### src/rtl/uart_block_assembler_pkg.sv
// Shared types and constants for the UART-to-DES block assembler.
// Holds the assembly state encoding and the byte-append helper.
package uart_block_assembler_pkg;

  typedef enum logic [1:0] {
    EMPTY = 2'h0,
    ACCUM = 2'h1,
    HELD  = 2'h2
  } asm_state_t;

  localparam int BLOCK_BYTES = 8;
  localparam int DES_BLOCK_W = 64;

  // Oldest byte drifts toward the MSB as new bytes enter at the bottom.
  function automatic logic [DES_BLOCK_W-1:0] shift_in(
    input logic [DES_BLOCK_W-1:0] blk,
    input logic [7:0]             b
  );
    return {blk[DES_BLOCK_W-9:0], b};
  endfunction

endpackage

### src/rtl/uart_idle_timer.sv
// Inter-byte idle timer: counts while enabled, o_Tc flags the last idle cycle.
// Wraps to zero on terminal count so it can never overflow its width.
module uart_idle_timer #(
  parameter int TIMEOUT_CYCLES = 50000,
  parameter int TMR_W          = 16
) (
  input  logic i_Clk,
  input  logic i_Rst,
  input  logic i_Clear,
  input  logic i_Enable,
  output logic o_Tc
);

  localparam logic [TMR_W-1:0] LP_LAST = TMR_W'(TIMEOUT_CYCLES - 1);

  logic [TMR_W-1:0] r_Count;
  logic             w_AtLast;

  assign w_AtLast = (r_Count == LP_LAST);

  always_ff @(posedge i_Clk or posedge i_Rst) begin
    if (i_Rst) begin
      r_Count <= '0;
    end else if (i_Clear) begin
      r_Count <= '0;
    end else if (i_Enable) begin
      r_Count <= w_AtLast ? '0 : r_Count + 1'b1;
    end
  end

  // A clear in the same cycle (new byte) overrides expiry.
  assign o_Tc = i_Enable && !i_Clear && w_AtLast;

endmodule

### src/rtl/uart_block_assembler.sv
// Packs UART byte strobes into 64-bit blocks, first byte in the MSB, with a
// double-buffered valid/ready output, idle timeout and overflow flagging.
module uart_block_assembler
  import uart_block_assembler_pkg::*;
#(
  parameter int BLOCK_BYTES    = 8,
  parameter int TIMEOUT_CYCLES = 50000,
  parameter int TMR_W          = 16
) (
  input  logic                   i_Clk,
  input  logic                   i_Rst,
  input  logic                   i_fDone,
  input  logic [7:0]             i_Data,
  input  logic                   i_Ready,
  output logic                   o_Valid,
  output logic [DES_BLOCK_W-1:0] o_Block,
  output logic                   o_fOvf,
  output logic                   o_fTimeout,
  output logic [3:0]             o_Cnt
);

  asm_state_t             r_State;
  logic [DES_BLOCK_W-1:0] r_Asm;
  logic [3:0]             r_Cnt;
  logic                   r_Valid;
  logic [DES_BLOCK_W-1:0] r_Block;
  logic                   r_fOvf;
  logic                   r_fTimeout;

  logic                   w_OutFree;
  logic                   w_LastByte;
  logic                   w_TmrClear;
  logic                   w_TmrEnable;
  logic                   w_Tc;
  logic [DES_BLOCK_W-1:0] w_AsmShift;

  assign w_OutFree   = !r_Valid || i_Ready;
  assign w_LastByte  = (r_Cnt == 4'(BLOCK_BYTES - 1));
  assign w_AsmShift  = shift_in(r_Asm, i_Data);
  assign w_TmrEnable = (r_State == ACCUM);
  assign w_TmrClear  = i_fDone || (r_State != ACCUM);

  uart_idle_timer #(
    .TIMEOUT_CYCLES(TIMEOUT_CYCLES),
    .TMR_W         (TMR_W)
  ) u_idle_timer (
    .i_Clk   (i_Clk),
    .i_Rst   (i_Rst),
    .i_Clear (w_TmrClear),
    .i_Enable(w_TmrEnable),
    .o_Tc    (w_Tc)
  );

  always_ff @(posedge i_Clk or posedge i_Rst) begin
    if (i_Rst) begin
      r_State    <= EMPTY;
      r_Asm      <= '0;
      r_Cnt      <= '0;
      r_Valid    <= 1'b0;
      r_Block    <= '0;
      r_fOvf     <= 1'b0;
      r_fTimeout <= 1'b0;
    end else begin
      r_fOvf     <= 1'b0;
      r_fTimeout <= 1'b0;
      // Consumed output drops unless a transfer below refills it this cycle.
      if (r_Valid && i_Ready) begin
        r_Valid <= 1'b0;
      end

      case (r_State)
        HELD: begin
          if (i_fDone) begin
            r_fOvf <= 1'b1;
          end
          if (w_OutFree) begin
            r_Block <= r_Asm;
            r_Valid <= 1'b1;
            r_Asm   <= '0;
            r_Cnt   <= '0;
            r_State <= EMPTY;
          end
        end

        default: begin
          if (i_fDone) begin
            if (w_LastByte) begin
              if (w_OutFree) begin
                r_Block <= w_AsmShift;
                r_Valid <= 1'b1;
                r_Asm   <= '0;
                r_Cnt   <= '0;
                r_State <= EMPTY;
              end else begin
                r_Asm   <= w_AsmShift;
                r_Cnt   <= 4'(BLOCK_BYTES);
                r_State <= HELD;
              end
            end else begin
              r_Asm   <= w_AsmShift;
              r_Cnt   <= r_Cnt + 4'd1;
              r_State <= ACCUM;
            end
          end else if (w_Tc) begin
            r_Asm      <= '0;
            r_Cnt      <= '0;
            r_State    <= EMPTY;
            r_fTimeout <= 1'b1;
          end
        end
      endcase
    end
  end

  assign o_Valid    = r_Valid;
  assign o_Block    = r_Block;
  assign o_fOvf     = r_fOvf;
  assign o_fTimeout = r_fTimeout;
  assign o_Cnt      = r_Cnt;

endmodule

### config.mk
export PLATFORM = sky130hd
export DESIGN_NAME = uart_block_assembler
export DESIGN_NICKNAME = d
export VERILOG_FILES = /design/src/rtl/uart_block_assembler_pkg.sv /design/src/rtl/uart_idle_timer.sv /design/src/rtl/uart_block_assembler.sv
export SDC_FILE = /design/constraint.sdc
export NUM_CORES = 1
export LEC_CHECK = 0
export BUFFER_PORTS_ARGS = -buffer_cell sky130_fd_sc_hd__clkbuf_2
export CAP_MARGIN = 10
export CORE_AREA = 2 2 119 121
export DETAILED_ROUTE_END_ITERATION = 10
export DIE_AREA = 0 0 121 123
export GPL_ROUTABILITY_DRIVEN = 0
export PLACE_DENSITY_LB_ADDON = 0.1
export SKIP_LAST_GASP = 1
export SYNTH_ARGS = -nofsm -noshare
export SYNTH_HDL_FRONTEND = slang
export SYNTH_SLANG_ARGS = --single-unit
### constraint.sdc
create_clock -name i_Clk -period 5.2 [get_ports i_Clk]
set_clock_uncertainty 0.05 [all_clocks]
set_input_delay 1.3 -clock i_Clk [delete_from_list [all_inputs] [get_ports i_Clk]]
set_output_delay 1.3 -clock i_Clk [all_outputs]
set_load 0.01 [all_outputs]
Word level (Yosys, flattened, before mapping)
Cells that the tools add are included.
Word-level totals
  bits in registers: 153
  latch bits: 0
  memory bits (writable): 0
  bits in read-only memories: 0
  input port bits: 12
  output and inout port bits: 71
  logic and storage cells: 66
  memories kept: 0
Cells by class
  $add $sub $neg: 2
  multipliers: 0
  div/mod/pow operators: 0
  order comparisons: 0
  equal/unequal tests: 7
  shift operators: 0
  multiplexer cells: 36
  bitwise logic cells: 0
  reduce and logical (&&, ||, !) cells: 13
Operators by type and width (count)
  $mux W64: 11
  $mux W16: 3
  $mux W4: 6
  $add A16 B1 Y16 const B: 1
  $eq A16 B16 Y1 const B: 1
  $mux W2: 6
  $mux W1: 10
  $reduce_bool A2 Y1: 3
  $add A4 B1 Y4 const B: 1
  $eq A4 B3 Y1 const B: 1
  $ne A2 B2 Y1 const B: 2
  $reduce_and A4 Y1: 1
  $logic_and A1 B1 Y1: 3
  $reduce_bool A3 Y1: 1
  $eq A2 B1 Y1 const B: 1
  $eq A2 B2 Y1 const B: 1
  $logic_not A1 Y1: 2
  $logic_or A1 B1 Y1: 2
  $ne A2 B1 Y1 const B: 1
  $reduce_and A2 Y1: 1

Longest topological paths before layout
Gate-level depths: netlist of the first run.
  depth in word-level cells: 8
  gate-level depth with buffers: 7
  depth with buffers taken out: 5

Hierarchy
From an unflattened synthesis of the first run, not the netlist that was laid out.
Second synthesis, totals
  cells, all modules: 583
  area total of the unflattened synthesis: 6729.0 um2
Modules (own cells, without submodules)
  uart_block_assembler: times used 1, cells an instance 463, area each 5686.7 um2, sequential area each 3428.3 um2
  uart_idle_timer: times used 1, cells an instance 120, area each 1042.2 um2, sequential area each 400.4 um2

Worst setup path after synthesis of the first run
OpenSTA, ideal clock, no wires.
  kind: input-to-reg
  from: input port i_fDone
  to: register r_Block[20], in the netlist o_Block[20]
  setup time: 141 ps
  data arrival time: 2361 ps
  required time: 5009 ps
  setup slack: 2648 ps
  stages: 6
  path buffers: 3
  cells stage by stage: buf_2 -> nand4b_1 -> a21boi_1 -> buf_2 -> clkbuf_1 -> a31oi_1
On the way
  longest elaborated chain between the ends: 2
Ends and longest elaborated chain
  start: declaration: line uart_block_assembler.sv:12  | input logic i_fDone,
  $reduce_bool A2 Y1 (no source line)
  $reduce_and A4 Y1 (no source line)
  end signal: assignment: line uart_block_assembler.sv:77  | r_Block <= r_Asm;
  end signal: assignment: line uart_block_assembler.sv:89  | r_Block <= w_AsmShift;
  end: declaration: line uart_block_assembler.sv:26  | logic [DES_BLOCK_W-1:0] r_Block;
No other way between the ends.
A chain may end at the register's enable or synchronous reset.

Final worst setup path of the first run
  from: input port i_Ready
  to: register r_Asm[50]
On the way
  longest elaborated chain between the ends: 5
  elaborated cells between the ends (all ways): 7
  classes of those cells: 1 x eq/ne; 4 x mux; 2 x reduce/logical
Ends and longest elaborated chain
  start: declaration: line uart_block_assembler.sv:14  | input logic i_Ready,
  $logic_or A1 B1 Y1 *: line uart_block_assembler.sv:37  | assign w_OutFree = !r_Valid || i_Ready;
  $mux W64: line uart_block_assembler.sv:88  | if (w_OutFree) begin
  $mux W64: line uart_block_assembler.sv:87  | if (w_LastByte) begin
  $mux W64: line uart_block_assembler.sv:86  | if (i_fDone) begin
  $mux W64: line uart_block_assembler.sv:71  | case (r_State)
  end signal: assignment: line uart_block_assembler.sv:95  | r_Asm <= w_AsmShift;
  end signal: assignment: line uart_block_assembler.sv:100  | r_Asm <= w_AsmShift;
  end: declaration: line uart_block_assembler.sv:23  | logic [DES_BLOCK_W-1:0] r_Asm;
Every way passes the cells marked *; elsewhere a longest branch is shown, timed or not.

==> impl_metrics.ini, run 1 <==
[die]
die_y_microns = 123
initial_core_util_pct = 46.9
dieWidth_microns = 121
die_area_sq_mm = 0.0149
core-area_sq_mm = 0.0136
rows = 43
ioPinCount = 83

[routing]
remaining_drc_errors = 0
drt_iter0_markers = 366
via_per_inst = 5.50
ant_nets = 0
first_pass_iters = 5
wirelength_microns = 14100
wl_per_cell_microns = 16.2
routed-via-count = 4802

[sta]
fmax_mhz = 357
slew_viol_final = 0
setup_slack_ps = 2400
min_period_over_period_pct = 53.8
worstMarginPinSlew_ps = 900
setup_violations = 0
period_needed_ps = 2800
hold_viol = 0
relSlewSlack_pct = 40.0
rsz0062_at_grt = false
whs_ps = 443
fin_setup_tns_ps = 0

[worst_setup_path]
critPathLaunchType = primary input
cp-end-kind = flop
cpMaxStageDelayCell = o21ba_4
endpoint = r_Asm[50]
timing.rr.end = r_Asm[50]
crit_fanout = 66
arrival_ps = 3100
r2r_slack_ps = 2900
required_ps = 5500
crit_start = i_Ready
rr_worst_depth = 5
crit_chain = clkbuf_2 > nand2b_1 > mux2_4 > o21ba_4 > a22o_1
rr_startpoint = r_State[1]
cp_slowest_stage_delay_ps = 780
criticalPathCategory = primary input to flop

[grt]
antenna_found_initial = 0
grt_pass1_vias = 4591
grt_start_max_net_pins = 121
grt_pass1_wl_microns = 23800
grt_usage_pct = 20.4
overflow = 0

[synth]
synth.most_common_cell = dfrtp_1
yosys_warnings = 0
synth_edf_count = 0
yosysTopAreaCell = dfrtp_1
ys_async_sr_fraction_pct = 100
synth-seq-cells = 153
ys_seq_area_share_pct = 59.9
syn_nets = 633
synth_cells = 619
yosys_most_used_dff = dfrtp_1
synth_area_leaders = dfrtp_1 60%, a22o_1 8.8%, nand2_1 8.0%
synthDistinctLibCells = 38
synthTopCellsByCount = 153 x dfrtp_1, 137 x nand2_1, 85 x nor2_1, 64 x a22o_1, 64 x a31oi_1
synthDominantCellAreaShare_pct = 59.9
synth_area_per_cell_sq_um = 10.3
netlist_area_sq_mm = 0.00639

[worst_hold_path]
hold_class = flop to flop
hold_depth = 1

[power_and_ir_drop]
p_sw_uw = 1260
combPwrFrac_pct = 22.9
ir_drop_mv = 0.264
sw_frac_of_total_pct = 31.5
seq_power_share_pct = 46.4
cellLeakagePower_uw = 0.00332
power_uw = 4000
powerDensity_mw_per_mm2 = 534
p_int_uw = 2740
pwr-share-clk_pct = 30.7

[clock_network]
cts_sinks = 153
cts_tree = done
cts_resized = 0
cts_buffers = 17
cts_buffer_depth = 2
post_cts_buffers = 0
ctsHoldBuffers = 0
cts-htree-levels = 4
root_buffer = clkbuf_16
cts.clk_slew.worst_paths_ps = 60
clk_latency_ps = 420

[outcome]
status = finished, final reports clean

[run]
max_cap_viol_count = 0

[final_layout]
drive_gt1_share_pct = 18.6
post-route-util_pct = 55.0
fin_nets = 694
diodes = 0
syn_to_final_growth_pct = 17.2

[placed_design]
portBuffers = 82
dp_hpwl_microns = 8390
post-place-ws_ps = 1960
worst max-delay path: cells and delay by family:
family	cells	cell delay (ps)
AO/OA/AOI/OAI	2	1050
buffers and inverters	1	80
multiplexers	1	330
AND/OR/NAND/NOR	1	280
metrics by stage:
stage | instance area, sq um | instances
6_report | 7490 | 873
5_1_grt | 7490 | 873
4_1_cts | 7490 | 873
3_5_place_dp | 6890 | 841
3_3_place_gp | 6890 | 841
2_1_floorplan | 6390 | 619
cell usage in the layout, fill, tap and decap left out, types with 2 or more instances in the layout:
cell / n
bufinv_16: 2
nand3b_1: 2
nand4_1: 4
clkinvlp_4: 4
clkbuf_8: 4
nor4_1: 5
a22o_1: 64
dfrtp_1: 153
buf_4: 5
clkinv_2: 4
mux2i_1: 2
ha_1: 2
clkbuf_2: 82
nand3_1: 7
xnor2_1: 13
clkbuf_16: 17
clkinv_4: 2
nor2_1: 85
o21ai_0: 3
a31oi_1: 64
nand2_1: 137
inv_1: 4
nor3_1: 6
worst min path at each step:
| stage | startpoint | slack, ps | end |
|---|---|---|---|
| floorplan | u_idle_timer.r_Count[0] | 400 | u_idle_timer.r_Count[0] |
| global placement | u_idle_timer.r_Count[0] | 430 | u_idle_timer.r_Count[0] |
| detailed placement | u_idle_timer.r_Count[0] | 440 | u_idle_timer.r_Count[0] |
| CTS | u_idle_timer.r_Count[0] | 450 | u_idle_timer.r_Count[0] |
| global route | u_idle_timer.r_Count[0] | 470 | u_idle_timer.r_Count[0] |
| finish | u_idle_timer.r_Count[0] | 440 | u_idle_timer.r_Count[0] |
routing by layer:
layer | wire [microns] | GRT usage, % | up-vias
li1 | - | - | 2286
met3 | 631 | 5.07 | 27
met1 | 6600 | 27.4 | 2390
met4 | 330 | 8.79 | 0
met2 | 6570 | 31.7 | 99
met5 | 0 | 0 | -
power by group through the flow:
stage          clock [uW]  sequential [uW]  combinational [uW]
2_1_floorplan           0             1910                 485
3_3_place_gp            0             1860                 921
3_5_place_dp            0             1870                 936
4_1_cts              1250             1860                 936
5_1_grt              1310             1910                1040
6_report             1230             1850                 918
registers in the layout, indices dropped and copies added (netlist names):
| signal | cells |
|---|---|
| o_Block | 64 |
| o_Cnt | 4 |
| o_Valid | 1 |
| o_fOvf | 1 |
| o_fTimeout | 1 |
| r_Asm | 64 |
| r_State | 2 |
| u_idle_timer.r_Count | 16 |
layout make-up:
class	instances	area, sq um
Tap cell	180	225
Clock inverter	11	120
Fill cell	1212	6120
Timing Repair Buffer	88	468
Clock buffer	21	480
Sequential cell	153	3830
Multi-Input combinational cell	415	2340
Inverter	5	22.5
logic make-up after synthesis:
group	Yosys count	synth area share, %
buffers and inverters	51	3.92
flip-flops	153	59.9
AND/OR/NAND/NOR	256	16.9
adder cells (fa/ha/maj)	2	0.392
multiplexers	3	0.548
XOR/XNOR	14	1.92
AO/OA/AOI/OAI	140	16.4
No activity file was read; power rests on OpenSTA's default activity.
==> run 2: changes to the inputs <==
--- a/config.mk
+++ b/config.mk
@@ -5,11 +5,12 @@
 export SDC_FILE = /design/constraint.sdc
 export NUM_CORES = 1
 export LEC_CHECK = 0
+export ABC_AREA = 1
 export BUFFER_PORTS_ARGS = -buffer_cell sky130_fd_sc_hd__clkbuf_2
 export CAP_MARGIN = 10
-export CORE_AREA = 2 2 119 121
+export CORE_AREA = 2 2 123 125
 export DETAILED_ROUTE_END_ITERATION = 10
-export DIE_AREA = 0 0 121 123
+export DIE_AREA = 0 0 125 127
 export GPL_ROUTABILITY_DRIVEN = 0
 export PLACE_DENSITY_LB_ADDON = 0.1
 export SKIP_LAST_GASP = 1
==> constraint.sdc (replaced) <==
create_clock -name i_Clk -period 2.3 [get_ports i_Clk]
set_clock_uncertainty 0.05 [all_clocks]
set_input_delay 0.575 -clock i_Clk [delete_from_list [all_inputs] [get_ports i_Clk]]
set_output_delay 0.575 -clock i_Clk [all_outputs]
set_load 0.01 [all_outputs]
==> run 2 against run 1 <==
- core utilization hardly changed
- non-clock buffer count rose by 5
- sequential power grew 130%
- sequential share of layout area is 2.9 points lower
- clock power rose by 130%
- setup slack worse by 2100 ps
- wire length grew 5.6%
- die area up 6.7%
- sequential cell count unchanged
- register-to-register slack got worse by 2600 ps
- combinational power rose by 140%
==> impl_metrics.ini, run 2 <==
[die]
rows = 44
die_area_sq_mm = 0.0159
die_y_microns = 127
dieWidth_microns = 125
core-area_sq_mm = 0.0144
ioPinCount = 83
initial_core_util_pct = 47.3

[synth]
synth_compound_area_share_pct = 12.8
synth-seq-cells = 153
synthDistinctLibCells = 28
ys_async_sr_fraction_pct = 100
syn_nets = 809
synth_edf_count = 0
synthXorXnorAreaFrac_pct = 0.385
synth_area_leaders = dfrtp_1 56%, nand2_1 13%, nor2_1 8.5%
synth_cells = 795
synth.most_common_cell = nand2_1
synth_area_per_cell_sq_um = 8.57
synthMuxAreaShare_pct = 0
synth_adder_area_share_pct = 0.367
synthDominantCellAreaShare_pct = 56.2
yosys_warnings = 0
yosysTopAreaCell = dfrtp_1
netlist_area_sq_mm = 0.00682
yosys_most_used_dff = dfrtp_1
synthTopCellsByCount = 238 x nand2_1, 155 x nor2_1, 153 x dfrtp_1, 64 x o21a_1, 57 x o21ai_1
ys_seq_area_share_pct = 56.2
synth-simple-area-share_pct = 24.5
synth_top_family_by_area = simple AND/OR/NAND/NOR gates

[sta]
hold_viol = 0
fmax_mhz = 506
rsz0062_at_grt = false
worstMarginPinSlew_ps = 744
relSlewSlack_pct = 50.4
min_period_over_period_pct = 85.9
period_needed_ps = 1980
slew_viol_final = 0
setup_violations = 0

[routing]
routed-via-count = 5390
wirelength_microns = 14900
ant_nets = 0
drt_iter0_markers = 603
wl_per_cell_microns = 14.1
via_per_inst = 5.08
first_pass_iters = 5
remaining_drc_errors = 0

[worst_setup_path]
cp-end-kind = flop
required_ps = 2560
cpMaxStageDelayCell = dfrtp_1
crit_chain = ha_1 > nand2_1 > nor2_4 > a21oi_2 > nor2_4 > buf_12 > o21ai_0 > o21a_1
crit_top_cell = nor2_4
cp_slowest_stage_delay_ps = 410
cpLargestDelayFamily = compound AO/OA/AOI/OAI gates
path_buf_inv = 1
critPathLaunchType = flop
arrival_ps = 2230
criticalPathCategory = flop to flop
crit_fanout = 100

[final_layout]
final_common_cell = nand2_1
drive_gt1_share_pct = 15.7
syn_to_final_growth_pct = 16.5
design_area_sq_mm = 0.00794
post-route-util_pct = 55.1
diodes = 0
layout.cells.most_common_list = 238 x nand2_1, 155 x nor2_1, 153 x dfrtp_1, 82 x clkbuf_2, 64 x o21a_1
fin_nets = 879

[clock_network]
cts_sinks = 153
cts_tree = done
cts_buffers = 17
cts-htree-levels = 4
post_cts_buffers = 0
clk_latency_ps = 420
ctsHoldBuffers = 0
cts.clk_slew.worst_paths_ps = 60
cts_resized = 0
root_buffer = clkbuf_16
cts_buffer_depth = 2

[grt]
grt_usage_pct = 19.9
antenna_found_initial = 0
overflow = 0
grt_start_max_net_pins = 101
grt_pass1_vias = 5274
grt_pass1_wl_microns = 25600

[outcome]
status = finished, final reports clean

[placed_design]
dpl_cell_area_sq_mm = 0.00733
dp_hpwl_microns = 9270
portBuffers = 82

[power_and_ir_drop]
powerDensity_mw_per_mm2 = 1170
cellLeakagePower_uw = 0.00396
ir_drop_mv = 0.565

[run]
max_cap_viol_count = 0

[worst_hold_path]
hold_class = primary input to async pin
run 2: changes by cell type after synthesis, moves of 56 or more:
cell     previous run  this run
o21a_1              0        64
o21ai_1             1        57
a31oi_1            64         0
nand2_1           137       238
a22o_1             64         0
nor2_1             85       155
run 2: cell families after synthesis:
kind of cell | Yosys count
xor gates and xnor gates | 3
and+or+nand+nor | 426
buffers and inverters | 70
adders and majority gates | 2
AOI/OAI and AO/OA | 141
DFF | 153
run 2: per-layer routing:
layer	share of wire (%)	vias up	GRT usage, %
met5	0	-	0
li1	-	2657	-
met1	47	2579	27.5
met3	4.5	12	4.98
met4	1.1	0	6.01
met2	47	142	31.4
run 2: path summary, 6_finish.rpt:
| kind | end | start | slack [ps] | cells past startpoint |
|---|---|---|---|---|
| max | o_Block[62] | o_Cnt[0] | 320 | 8 |
| min | r_Asm[2] | i_Rst | 70 | 2 |
| max reg2reg | o_Block[62] | o_Cnt[0] | 320 | 8 |
| min reg2reg | u_idle_timer.r_Count[0] | u_idle_timer.r_Count[0] | 400 | 1 |
| max in group asynchronous | r_Asm[44] | i_Rst | 1500 | 3 |
| min in group i_Clk | r_Asm[5] | i_Data[5] | 330 | 3 |
run 2: report_power, final:
part	total, uW	leakage [uW]	switching [uW]	internal (uW)
registers	4220	0.00193	656	3560
logic	2190	0.00173	1120	1070
clock network	2870	0.000301	1050	1820
total	9270	0.00396	2820	6450
run 2: through the flow:
| stage | worst slack, ps | hold slack [ps] | setup TNS [ps] | power (uW) | cells |
|---|---|---|---|---|---|
| 2_1_floorplan | -256 | 382 | -39160 | 5520 | 795 |
| 4_1_cts | 302 | 62.4 | 0 | 9410 | 1062 |
| 3_5_place_dp | 325 | 405 | 0 | 6490 | 1030 |
| 5_1_grt | 103 | 84.3 | 0 | 9850 | 1062 |
| 3_3_place_gp | 388 | 397 | 0 | 6430 | 1030 |
| 6_report | 324 | 65.5 | 0 | 9270 | 1062 |
run 2: area by class of cell:
type	count	area (sq um)
fillers	1355	6480
flip-flops and latches	153	3830
multi-input cells	572	2610
repair buffers	93	556
clock buffers	25	495
well taps	184	230
clock inverters	7	114
inverters	28	109
